==> config.mk <==
export PLATFORM = sky130hd
export DESIGN_NAME = stream_muxn_flat
export DESIGN_NICKNAME = d
export VERILOG_FILES = /design/src/rtl/stream_muxn_if.sv /design/src/rtl/stream_muxn.sv /design/src/flat_wrapper.sv
export SDC_FILE = /design/constraint.sdc
export NUM_CORES = 1
export LEC_CHECK = 0
export CAP_MARGIN = 20
export CORE_UTILIZATION = 43
export DETAILED_ROUTE_END_ITERATION = 16
export PLACE_DENSITY = 0.92
export SYNTH_ARGS = -nofsm -noshare
export SYNTH_HDL_FRONTEND = slang
export SYNTH_SLANG_ARGS = --single-unit
==> constraint.sdc <==
create_clock -name clk -period 4.8 [get_ports clk]
set_input_delay 1.2 -clock clk [delete_from_list [all_inputs] [get_ports clk]]
set_output_delay 1.2 -clock clk [all_outputs]
set_load 0.02 [all_outputs]
==> src/rtl/stream_muxn_if.sv <==
// stream_muxn_if: channel bundle for the N-input stream multiplexer.
//
// Signals:
//   in_data   N*WIDTH  producer data, channel i at [i*WIDTH +: WIDTH]
//   in_valid  N        per-channel valid from producers
//   in_ready  N        per-channel ready back to producers
//   out_data  WIDTH    registered merged data to the consumer
//   out_chan  SELW     channel index that supplied out_data
//   out_valid 1        output beat valid
//   out_ready 1        consumer ready
//
// Modports:
//   master  producer/consumer side (drives inputs, observes outputs)
//   slave   multiplexer side
interface stream_muxn_if #(
    parameter int unsigned WIDTH = 8,
    parameter int unsigned N     = 4
);
    localparam int unsigned SELW = $clog2(N);

    logic [N*WIDTH-1:0] in_data;
    logic [N-1:0]       in_valid;
    logic [N-1:0]       in_ready;
    logic [WIDTH-1:0]   out_data;
    logic [SELW-1:0]    out_chan;
    logic               out_valid;
    logic               out_ready;

    modport master (
        output in_data,
        output in_valid,
        output out_ready,
        input  in_ready,
        input  out_data,
        input  out_chan,
        input  out_valid
    );

    modport slave (
        input  in_data,
        input  in_valid,
        input  out_ready,
        output in_ready,
        output out_data,
        output out_chan,
        output out_valid
    );
endinterface

==> src/rtl/stream_muxn.sv <==
// stream_muxn: N-input registered stream multiplexer with valid/ready
// handshake on every channel. Fixed-select (mode=0) or round-robin
// arbitration (mode=1). One-cycle latency, one beat per cycle throughput.
//
// Ports:
//   clk      rising-edge clock
//   reset_n  synchronous active-low reset
//   mode     0 = fixed select via sel, 1 = round-robin
//   sel      channel index used when mode=0 (values >= N grant nothing)
//   bus      stream_muxn_if.slave: per-channel inputs, merged output
module stream_muxn #(
    parameter int unsigned WIDTH = 8,
    parameter int unsigned N     = 4,
    parameter int unsigned SELW  = $clog2(N)
) (
    input  logic            clk,
    input  logic            reset_n,
    input  logic            mode,
    input  logic [SELW-1:0] sel,
    stream_muxn_if.slave    bus
);

    logic             out_valid_q, out_valid_d;
    logic [WIDTH-1:0] out_data_q,  out_data_d;
    logic [SELW-1:0]  out_chan_q,  out_chan_d;
    logic [SELW-1:0]  rr_ptr_q,    rr_ptr_d;

    logic             load;
    logic [N-1:0]     grant;
    logic [N-1:0]     in_ready;
    logic             accept;
    logic [SELW-1:0]  grant_idx;
    logic [WIDTH-1:0] grant_data;

    // Output register can take a beat when empty or being popped this cycle.
    always_comb load = ~out_valid_q | bus.out_ready;

    always_comb begin : grant_logic
        logic [SELW:0]   cand;
        logic [SELW-1:0] idx;
        logic            found;
        grant = '0;
        cand  = '0;
        idx   = '0;
        found = 1'b0;
        if (load) begin
            if (!mode) begin
                // One extra bit so sel values >= N (non power-of-two N) are excluded.
                if ({1'b0, sel} < (SELW+1)'(N)) begin
                    grant[sel] = bus.in_valid[sel];
                end
            end else begin
                // Search rr_ptr+1 .. rr_ptr+N modulo N; the first valid wins.
                for (int unsigned k = 1; k <= N; k++) begin
                    cand = {1'b0, rr_ptr_q} + (SELW+1)'(k);
                    if (cand >= (SELW+1)'(N)) begin
                        cand = cand - (SELW+1)'(N);
                    end
                    idx = cand[SELW-1:0];
                    if (!found && bus.in_valid[idx]) begin
                        grant[idx] = 1'b1;
                        found      = 1'b1;
                    end
                end
            end
        end
    end

    always_comb in_ready = grant & {N{reset_n}};
    always_comb accept   = |in_ready;

    // Grant is one-hot, so OR-reduction of masked lanes selects the winner.
    always_comb begin : grant_encode
        grant_idx  = '0;
        grant_data = '0;
        for (int unsigned i = 0; i < N; i++) begin
            if (grant[i]) begin
                grant_idx  = grant_idx | SELW'(i);
                grant_data = grant_data | bus.in_data[i*WIDTH +: WIDTH];
            end
        end
    end

    always_comb begin : next_state
        out_valid_d = out_valid_q;
        out_data_d  = out_data_q;
        out_chan_d  = out_chan_q;
        rr_ptr_d    = rr_ptr_q;
        if (accept) begin
            out_valid_d = 1'b1;
            out_data_d  = grant_data;
            out_chan_d  = grant_idx;
            rr_ptr_d    = grant_idx;
        end else if (out_valid_q && bus.out_ready) begin
            out_valid_d = 1'b0;
        end
    end

    always_ff @(posedge clk) begin
        if (!reset_n) begin
            out_valid_q <= 1'b0;
            out_data_q  <= '0;
            out_chan_q  <= '0;
            rr_ptr_q    <= SELW'(N-1);
        end else begin
            out_valid_q <= out_valid_d;
            out_data_q  <= out_data_d;
            out_chan_q  <= out_chan_d;
            rr_ptr_q    <= rr_ptr_d;
        end
    end

    assign bus.in_ready  = in_ready;
    assign bus.out_data  = out_data_q;
    assign bus.out_chan  = out_chan_q;
    assign bus.out_valid = out_valid_q;

endmodule

==> src/flat_wrapper.sv <==
// flat-port wrapper written by rule: the top's interface ports become plain ports
module stream_muxn_flat 
#(
    parameter int unsigned WIDTH = 8,
    parameter int unsigned N     = 4,
    parameter int unsigned SELW  = $clog2(N)
)
  (clk, reset_n, mode, sel, bus_in_data, bus_in_valid, bus_out_ready, bus_in_ready, bus_out_data, bus_out_chan, bus_out_valid);
  stream_muxn_if #(.WIDTH(WIDTH), .N(N)) bus_i ();
  input  logic clk;
  input  logic reset_n;
  input  logic mode;
  input  logic [SELW-1:0] sel;
  input wire logic [$bits(bus_i.in_data)-1:0] bus_in_data;
  input wire logic [$bits(bus_i.in_valid)-1:0] bus_in_valid;
  input wire logic [$bits(bus_i.out_ready)-1:0] bus_out_ready;
  output wire logic [$bits(bus_i.in_ready)-1:0] bus_in_ready;
  output wire logic [$bits(bus_i.out_data)-1:0] bus_out_data;
  output wire logic [$bits(bus_i.out_chan)-1:0] bus_out_chan;
  output wire logic [$bits(bus_i.out_valid)-1:0] bus_out_valid;
  assign bus_i.in_data = bus_in_data;
  assign bus_i.in_valid = bus_in_valid;
  assign bus_i.out_ready = bus_out_ready;
  assign bus_in_ready = bus_i.in_ready;
  assign bus_out_data = bus_i.out_data;
  assign bus_out_chan = bus_i.out_chan;
  assign bus_out_valid = bus_i.out_valid;
  stream_muxn #(.WIDTH(WIDTH), .N(N), .SELW(SELW)) u_core (.clk(clk), .reset_n(reset_n), .mode(mode), .sel(sel), .bus(bus_i));
endmodule
# --- Word level (Yosys, flattened, before mapping) ---
# Index checks and enable logic that the tools add are counted.
classes:
  addsub: 8
  bitwise_logic: 10
  magnitude_cmp: 14
  reduce_logical: 14
  mux: 62
op_table:
  columns: ["operator", "n"]
  rows:
  - ["4-bit 2-to-1 mux", 12]
  - ["8-bit 2-to-1 mux", 4]
  - ["2-bit 2-to-1 mux", 14]
  - ["8-bit OR", 3]
  - ["1-bit 2-to-1 mux", 22]
  - ["2-bit by 3-bit < comparator with 1-bit output (second input constant)", 5]
  - ["3-bit greater-or-equal comparator (second input constant)", 4]
  - ["4-bit OR", 3]
  - ["1-bit binary-select mux with 2-bit select", 5]
  - ["1-bit demux with 2-bit select", 5]
  - ["2-bit by 1-bit greater-or-equal comparator with 1-bit output (second input constant)", 5]
  - ["1-bit logical AND", 9]
  - ["4-bit bitwise AND", 2]
  - ["2-bit by 1-bit subtractor with 2-bit output (second input constant)", 4]
  - ["2-bit by 2-bit adder with 3-bit output (second input constant)", 2]
  - ["4-bit OR reduction", 1]
  - ["2-bit by 1-bit adder with 3-bit output (second input constant)", 1]
  - ["2-bit by 3-bit adder with 3-bit output (second input constant)", 1]
  - ["1-bit logical NOT", 3]
  - ["2-bit nonzero test", 1]
  - ["1-bit NOT", 1]
  - ["1-bit OR", 1]
totals:
  ff_bits: 13
  word_cells: 112
  output_inout_bits: 15

# --- Longest topological paths before layout ---
# Gate-level depths: netlist (run 1).
logic_depth:
  ltp_word: 32
  depth_mapped: 11

# --- Worst setup path after synthesis (run 1) ---
# Ideal clock, no wire load.
synth_path:
  path_kind: "input -> output"
  start: "input bus_in_valid[2]"
  end: "output bus_in_ready[3]"
  path_stages: 4
  path_slack_ns: 0.752
  arrival_time_ns: 2.848
  n_path_buf: 0
  cell_sequence: "mux4_2 nor4b_4 nand2_1 a31oi_1"
synth_between:
  elab_chain_cells: 21
synth_rtl:
  columns: ["element", "line", "source"]
  rows:
  - ["start, declared", "flat_wrapper.sv:15", "input wire logic [$bits(bus_i.in_valid)-1:0] bus_in_valid;"]
  - ["1-bit binary-select mux with 2-bit select", "stream_muxn.sv:60", "if (!found && bus.in_valid[idx]) begin"]
  - ["1-bit 2-to-1 mux (implied by the code)", "stream_muxn.sv:60", null]
  - ["1-bit 2-to-1 mux", "stream_muxn.sv:60", null]
  - ["1-bit 2-to-1 mux", "stream_muxn.sv:47", "if (!mode) begin"]
  - ["1-bit 2-to-1 mux", "stream_muxn.sv:46", "if (load) begin"]
  - ["1-bit logical NOT", "stream_muxn.sv:60", null]
  - ["1-bit logical AND", "stream_muxn.sv:60", null]
  - ["1-bit 2-to-1 mux", "stream_muxn.sv:60", null]
  - ["(+5 left out)", null, null]
  - ["1-bit 2-to-1 mux", "stream_muxn.sv:47", null]
  - ["1-bit 2-to-1 mux", "stream_muxn.sv:46", null]
  - ["1-bit logical NOT", "stream_muxn.sv:60", null]
  - ["1-bit logical AND", "stream_muxn.sv:60", null]
  - ["4-bit 2-to-1 mux", "stream_muxn.sv:60", null]
  - ["4-bit 2-to-1 mux *", "stream_muxn.sv:47", null]
  - ["4-bit 2-to-1 mux *", "stream_muxn.sv:46", null]
  - ["4-bit bitwise AND *", "stream_muxn.sv:69", "always_comb in_ready = grant & {N{reset_n}};"]
  - ["end, declared", "flat_wrapper.sv:17", "output wire logic [$bits(bus_i.in_ready)-1:0] bus_in_ready;"]
# Every way passes the cells marked *; elsewhere a longest branch is shown, timed or not. The select of a mux whose other input is x is not followed.

# --- Worst setup path in the final report (run 1) ---
layout_path:
  start: "input bus_in_valid[3]"
  end: "output bus_in_ready[3]"
# The elaborated chain is that of the path after synthesis.

==> out/summary.md, run 1 <==
### Status
- **status** complete, no violations

### STA
- **final critical delay including setup and external delays** 4.64 ns
- **Fin. Hold Viols** 0
- **Worst-Margin Slew** 1.03 ns
- **max-slew violation total from the final report** 0
- **share of the cycle needed by the critical path after routing** 0.967
- **largest clock skew in the final design** 0.00755 ns
- **setup repair after global routing missed its margin** false
- **number of endpoints failing setup at the final stage** 0
- **max_slew headroom** 0.310
- **upper clock frequency limit** 216 MHz
- **post-route worst setup slack** 0.161 ns
- **sum of negative setup slack** 0 ns
- **worst hold slack** 0.469 ns

### Min path
- **Hold Path End** u_core.bus.out_data[5]
- **worst min-delay path category** flop to flop
- **Worst Hold Path Cells** 2
- **startpoint of the lowest-slack hold path** u_core.bus.out_data[5]

### Drt
- **Pre-antenna DRT Iters** 4
- **Residual DRC** 0
- **vias after detailed routing** 1313
- **count of antenna-violating nets left after detailed routing** 0
- **number of DRC markers after the initial detailed-route iteration** 28
- **detail-routed net length per standard cell** 16.9 µm
- **Via density** 5.91
- **post-detailed-routing wire length** 3.75 mm

### Setup path
- **arrival time reported for the critical path endpoint** 3.44 ns
- **Crit Reg-Reg Startpoint** u_core.rr_ptr_q[1]
- **most used cell, CP** buf_4
- **largest fanout on the critical path** 6
- **number of cell instances on the worst register-to-register path** 13
- **slowest CP cell** mux4_2
- **Worst R2R End** u_core.bus.out_data[1]
- **ordered cell list for the critical path** clkdlybuf4s50_1 > mux4_2 > buf_4 > a221oi_1 > a31oi_1 > buf_4 > dlygate4sd2_1
- **delay contributed by the slowest stage of the critical path** 0.57 ns
- **data required time of the critical path** 3.60 ns
- **total buffers and inverters traversed by the critical path** 4
- **CP top delay family** buffers and inverters
- **CP Class** primary input to primary output
- **type of element capturing the critical path** primary output
- **Critical Path Source Type** primary input
- **slack of the worst reg-to-reg path** 1.39 ns

### GRT
- **maximum number of pins on one net before global-route repair** 23
- **total routing resource utilization after global routing** 0.265
- **antenna violations before repair** 0
- **wire length of the first global-routing pass** 5.49 mm
- **number of global-route vias before repair** 1278
- **global route total overflow** 0

### Floorplanning
- **initial cell density of the core** 0.462
- **Chip Height** 53.9 µm
- **area of the core region** 2500 µm²
- **die outline area** 2900 µm²
- **ports placed on the boundary** 57
- **Rows** 18
- **die extent in x** 53.9 µm

### CTS
- **CTS Buf Count** 3
- **H-tree levels** 1
- **TritonCTS clock tree** yes
- **buffer levels on the longest clock path** 2
- **Clock Sinks** 13
- **clock latency reported for the late side of the worst-skew pair** 0.27 ns
- **Post-CTS Hold Buffers** 0
- **clock tree root buffer cell** clkbuf_4
- **clock-pin slew of the registers on the worst-case setup and hold paths** 0.08 ns

### Synthesis
- **register area share after synthesis** 0.225
- **synth warn** 0
- **Mapped Avg Cell Area** 10.1 µm²
- **Yosys cell types** 32
- **gate count after technology mapping** 114
- **synthesized netlist net count** 164
- **area of the mapped netlist** 1160 µm²
- **number of synthesized register bits** 13

### Placed design
- **DPL Wire Length** 3.02 mm
- **number of buffers inserted by port buffering** 56
- **pre-CTS setup slack** -0.139 ns
- **final weighted congestion in routability-driven placement** 0.865
- **post-detailed-placement cell area** 1870 µm²

### Finish
- **Storage cell area** 260 µm²
- **fillers** 183
- **Synth-to-Final Area Change** 65.0%
- **number of nets in the final layout** 243
- **final instance area** 1910 µm²
- **area of combinational cells with multiple inputs** 813 µm²
- **share of layout cells above drive strength 1** 0.240
- **number of antenna repair diodes** 0

### Power
- **cell area power density** 291 nW/µm²
- **Max rail drop VDD** 225 µV
- **post-layout power** 0.000555 W
- **leak pwr** 0.761 nW

### Flow run
- **max capacitance violation total** 0

[metal layers]
layer | GRT usage | part of all wire | vias to the layer above
li1 | - | - | 613
met1 | 0.275 | 0.36 | 616
met2 | 0.494 | 0.51 | 74
met3 | 0.0480 | 0.10 | 10
met4 | 0.145 | 0.023 | 0
met5 | 0 | 0 | -
[state kept, by name (all words and copies together) (netlist names)]
signal	cells
u_core.bus.out_data	8
u_core.bus.out_chan	2
u_core.bus.out_valid	1
u_core.rr_ptr_q	2
[metrics by stage]
step	cells	util
final	222	0.763
after global routing	222	0.763
after CTS	222	0.763
after detailed placement	216	0.748
after global placement	216	0.748
after floorplan	114	-
[how the worst max path moves through the flow]
stage | from | to | slack [ns] | cells past startpoint
6_report | bus_in_valid[3] | bus_in_ready[3] | 0.16 | 7
5_1_grt | bus_in_valid[1] | bus_in_ready[3] | 0.07 | 8
2_1_floorplan | bus_in_valid[2] | bus_in_ready[3] | 0.75 | 4
3_5_place_dp | bus_in_valid[3] | bus_in_ready[3] | -0.14 | 7
4_1_cts | bus_in_valid[3] | bus_in_ready[3] | 0.17 | 7
3_3_place_gp | bus_in_valid[3] | bus_in_ready[1] | -0.08 | 6
[cell usage in the layout (no fill, tap or decap), drive strengths merged]
master         count
clkdlybuf4s50     52
buf               22
a221oi            19
inv               13
dfxtp             13
a22oi              8
ha                 8
nand2              8
a31oi              6
mux4               4
dlygate4sd2        4
nor2b              3
nor2               3
nor3               3
clkbuf             3
o21ai              3
a21oi              3
nor4               2
nor3b              2
nand2b             2
a311oi             2
nor4b              1
and4bb             1
a21o               1
and3b              1
a2111oi            1
or3                1
and2               1
nand3              1
clkinv             1
[area by class of cell]
class	instances	share of cell area
Tap cell	30	0.0197
Multi-Input combinational cell	84	0.426
Sequential cell	13	0.136
Clock buffer	3	0.0118
Clock inverter	1	0.00262
Timing Repair Buffer	78	0.378
Inverter	13	0.0256
[power breakdown]
| group | switching, W | internal [W] | total (W) |
|---|---|---|---|
| sequential | 0.0000122 | 0.000130 | 0.000142 |
| clock | 0.0000356 | 0.0000308 | 0.0000664 |
| combinational | 0.000176 | 0.000171 | 0.000347 |
| total | 0.000224 | 0.000331 | 0.000555 |
[synthesized netlist by cell type]
library cell	instances	area, µm²
nor2b_1	3	18.8
ha_1	8	100
a221oi_2	8	120
mux4_2	4	90.1
nor3_1	3	15.0
a31oi_1	6	37.5
nor4b_4	1	23.8
nor3b_1	2	15.0
nand2_1	7	26.3
and2_0	1	6.26
inv_1	13	48.8
a21o_1	1	7.51
or3_1	1	6.26
nand2_2	1	6.26
a21oi_1	2	10.0
a221oi_1	11	96.3
and3b_1	1	8.76
clkbuf_1	1	3.75
o21ai_1	1	5.00
a22oi_1	8	60.1
and4bb_1	1	12.5
clkbuf_4	1	7.51
nor4_4	2	42.5
nand3_1	1	5.00
buf_6	2	22.5
nor2_1	3	11.3
o21ai_0	2	10.0
a311oi_2	2	30.0
a21oi_2	1	8.76
nand2b_1	2	12.5
a2111oi_4	1	27.5
dfxtp_1	13	260
[logic make-up after synthesis]
group / after synthesis / synth area share
AO/OA/AOI/OAI: 43 / 0.357
adder cells (fa/ha/maj): 8 / 0.0866
buffers and inverters: 17 / 0.0714
flip-flops: 13 / 0.225
multiplexers: 4 / 0.0779
AND/OR/NAND/NOR: 29 / 0.182
[worst reg2reg max path, cell delays in order, from the launching register on]
cell       delay (ns)
dfxtp_1          0.33
buf_4            0.16
inv_1            0.10
ha_1             0.34
mux4_2           0.39
buf_4            0.19
a21o_1           0.20
a2111oi_4        0.35
nor4_4           0.08
buf_4            0.18
nor4_4           0.25
buf_4            0.32
a221oi_1         0.13
a221oi_2         0.31
[timing repair]
item	4_1_cts	5_1_grt
setup endpoints to repair	4	0
resized for setup	4	0
buffers inserted	2	0
No activity file was read; power rests on OpenSTA's default activity.
==> run 2, diff against run 1 <==
--- a/config.mk
+++ b/config.mk
@@ -6,9 +6,9 @@
 export NUM_CORES = 1
 export LEC_CHECK = 0
 export CAP_MARGIN = 20
-export CORE_UTILIZATION = 43
+export CORE_UTILIZATION = 40
 export DETAILED_ROUTE_END_ITERATION = 16
-export PLACE_DENSITY = 0.92
+export PLACE_DENSITY = 0.87
 export SYNTH_ARGS = -nofsm -noshare
 export SYNTH_HDL_FRONTEND = slang
 export SYNTH_SLANG_ARGS = --single-unit
==> run 2 against run 1 <==
Against the previous run:
- setup slack worse by 0.043 ns
- sequential cell count unchanged
- power down 2.2%
- utilization down 8.0 points
- wire length down 7.1%
- first-iteration DRC count up 14%
- critical path type unchanged
- clock skew down 0.0062 ns
==> out/summary.md, run 2 (synthesis results as in run 1) <==
### Power
- **Max rail drop VDD** 221 µV
- **share of total power in the clock network** 0.122
- **part of the power in combinational logic** 0.614
- **Switching Share** 0.396
- **Power Internal** 0.000328 W
- **cell area power density** 288 nW/µm²
- **Sequential Power Share** 0.264
- **net switching power of the design** 0.000215 W
- **post-layout power** 0.000542 W
- **leak pwr** 0.744 nW

### STA
- **max_slew headroom** 0.366
- **number of endpoints failing setup at the final stage** 0
- **setup repair after global routing missed its margin** false
- **Fin. Hold Viols** 0
- **post-route worst setup slack** 0.117 ns
- **Worst-Margin Slew** 0.944 ns
- **final critical delay including setup and external delays** 4.68 ns
- **max-slew violation total from the final report** 0
- **share of the cycle needed by the critical path after routing** 0.976
- **largest clock skew in the final design** 0.00136 ns
- **upper clock frequency limit** 214 MHz

### Finish
- **Synth-to-Final Area Change** 63.1%
- **Util after Layout** 0.684
- **final cell count without fillers** 220
- **commonest non-fill, non-tap cells in the layout** clkdlybuf4s50_1 (52), buf_4 (19), inv_1 (13), dfxtp_1 (13), a221oi_1 (11)
- **share of layout cells above drive strength 1** 0.222
- **most common cell after layout, fill and taps aside** clkdlybuf4s50_1
- **fillers** 233
- **number of flip-flops in the largest register** 8
- **number of antenna repair diodes** 0
- **number of nets in the final layout** 240

### CTS
- **CTS Buf Count** 3
- **TritonCTS clock tree** yes
- **Clock Sinks** 13
- **H-tree levels** 1
- **clock latency reported for the late side of the worst-skew pair** 0.27 ns
- **buffer levels on the longest clock path** 2
- **clock-pin slew of the registers on the worst-case setup and hold paths** 0.08 ns
- **Post-CTS Hold Buffers** 0
- **clock tree root buffer cell** clkbuf_4

### Floorplanning
- **initial cell density of the core** 0.419
- **Rows** 19
- **die extent in x** 55.8 µm
- **area of the core region** 2760 µm²
- **Chip Height** 55.8 µm
- **die outline area** 3110 µm²
- **ports placed on the boundary** 57

### Drt
- **detail-routed net length per standard cell** 15.8 µm
- **Residual DRC** 0
- **count of antenna-violating nets left after detailed routing** 0
- **Pre-antenna DRT Iters** 5
- **vias after detailed routing** 1260
- **post-detailed-routing wire length** 3.48 mm
- **Via density** 5.73
- **number of DRC markers after the initial detailed-route iteration** 32

### GRT
- **wire length of the first global-routing pass** 5.84 mm
- **antenna violations before repair** 0
- **maximum number of pins on one net before global-route repair** 23
- **number of global-route vias before repair** 1315
- **total routing resource utilization after global routing** 0.236
- **global route total overflow** 0

### Placed design
- **number of placed instances, taps included** 215
- **final weighted congestion in routability-driven placement** 0.913
- **number of buffers inserted by port buffering** 56
- **DPL Wire Length** 2.88 mm
- **pre-CTS setup slack** -0.127 ns

### Setup path
- **slowest CP cell** mux4_2
- **number of cell instances on the worst register-to-register path** 12
- **delay contributed by the slowest stage of the critical path** 0.57 ns
- **slack of the worst reg-to-reg path** 1.30 ns
- **Crit Reg-Reg Startpoint** u_core.rr_ptr_q[1]
- **type of element capturing the critical path** primary output
- **largest fanout on the critical path** 5
- **ordered cell list for the critical path** clkdlybuf4s50_1 > mux4_2 > nor4b_4 > buf_4 > nand2_1 > a31oi_1 > dlygate4sd2_1
- **arrival time reported for the critical path endpoint** 3.48 ns
- **Critical Path Source Type** primary input
- **CP Class** primary input to primary output
- **Worst R2R End** u_core.bus.out_data[3]
- **data required time of the critical path** 3.60 ns

### Status
- **status** complete, no violations

### Flow run
- **max capacitance violation total** 0

### Min path
- **Hold Path End** u_core.bus.out_data[7]
- **Worst Hold Path Cells** 2
- **startpoint of the lowest-slack hold path** u_core.bus.out_data[7]
- **worst min-delay path category** flop to flop

[run 2: cell count changes in the layout (fill, tap and decap cells not counted)]
cell / previous run / this run
clkinv_2: 1 / 0
buf_4: 22 / 19
clkbuf_1: 0 / 1
[run 2: power groups by stage]
stage               Combinational (W)  Sequential, W  Clock (W)
floorplan                    0.000182       0.000169          0
global placement             0.000326       0.000145          0
detailed placement           0.000335       0.000146          0
CTS                          0.000335       0.000144  0.0000677
global route                 0.000358       0.000146  0.0000741
finish                       0.000333       0.000143  0.0000661
[run 2: timing repair]
| action | 4_1_cts | 5_1_grt |
|---|---|---|
| endpoints found under the setup margin | 4 | 0 |
| endpoints found under the hold margin | 0 | 0 |
| resized for setup | 4 | 0 |
| buffers inserted | 1 | 0 |
[run 2: per-stage QoR]
stage	hold slack [ns]	setup TNS (ns)	area, µm²
finish	0.465	0	1890
global route	0.477	0	1890
CTS	0.465	0	1890
detailed placement	0.454	-0.384	1860
global placement	0.449	-0.179	1860
floorplan	0.541	0	1160
[run 2: final cells by class]
type,count,area [µm²],share of cell area
Tap cell,31,38.8,0.0206
Clock buffer,4,26.3,0.0139
Timing Repair Buffer,75,698,0.370
Multi-Input combinational cell,84,813,0.431
Sequential cell,13,260,0.138
Inverter,13,48.8,0.0259
[run 2: how the worst max path moves through the flow]
stage	start	endpoint	slack, ns
5_1_grt	bus_in_valid[2]	bus_in_ready[3]	0.001
6_report	bus_in_valid[1]	bus_in_ready[3]	0.12
3_5_place_dp	bus_in_valid[3]	bus_in_ready[3]	-0.13
4_1_cts	bus_in_valid[1]	bus_in_ready[3]	0.11
3_3_place_gp	bus_in_valid[3]	bus_in_ready[2]	-0.07
2_1_floorplan	bus_in_valid[2]	bus_in_ready[3]	0.75
[run 2: critical path: cells and delay by family]
family / cells / cell delay, ns
AND/OR/NAND/NOR: 2 / 0.48
buffers and inverters: 3 / 1.02
multiplexers: 1 / 0.57
AO/OA/AOI/OAI: 1 / 0.22
[run 2: routing by layer]
metal / vias to the layer above / wire length (µm) / global-route usage / share of wire
li1: 613 / - / - / -
met1: 574 / 1400 / 0.269 / 0.40
met2: 67 / 1680 / 0.418 / 0.48
met3: 6 / 349 / 0.0581 / 0.10
met4: 0 / 62 / 0.100 / 0.018
met5: - / 0 / 0 / 0
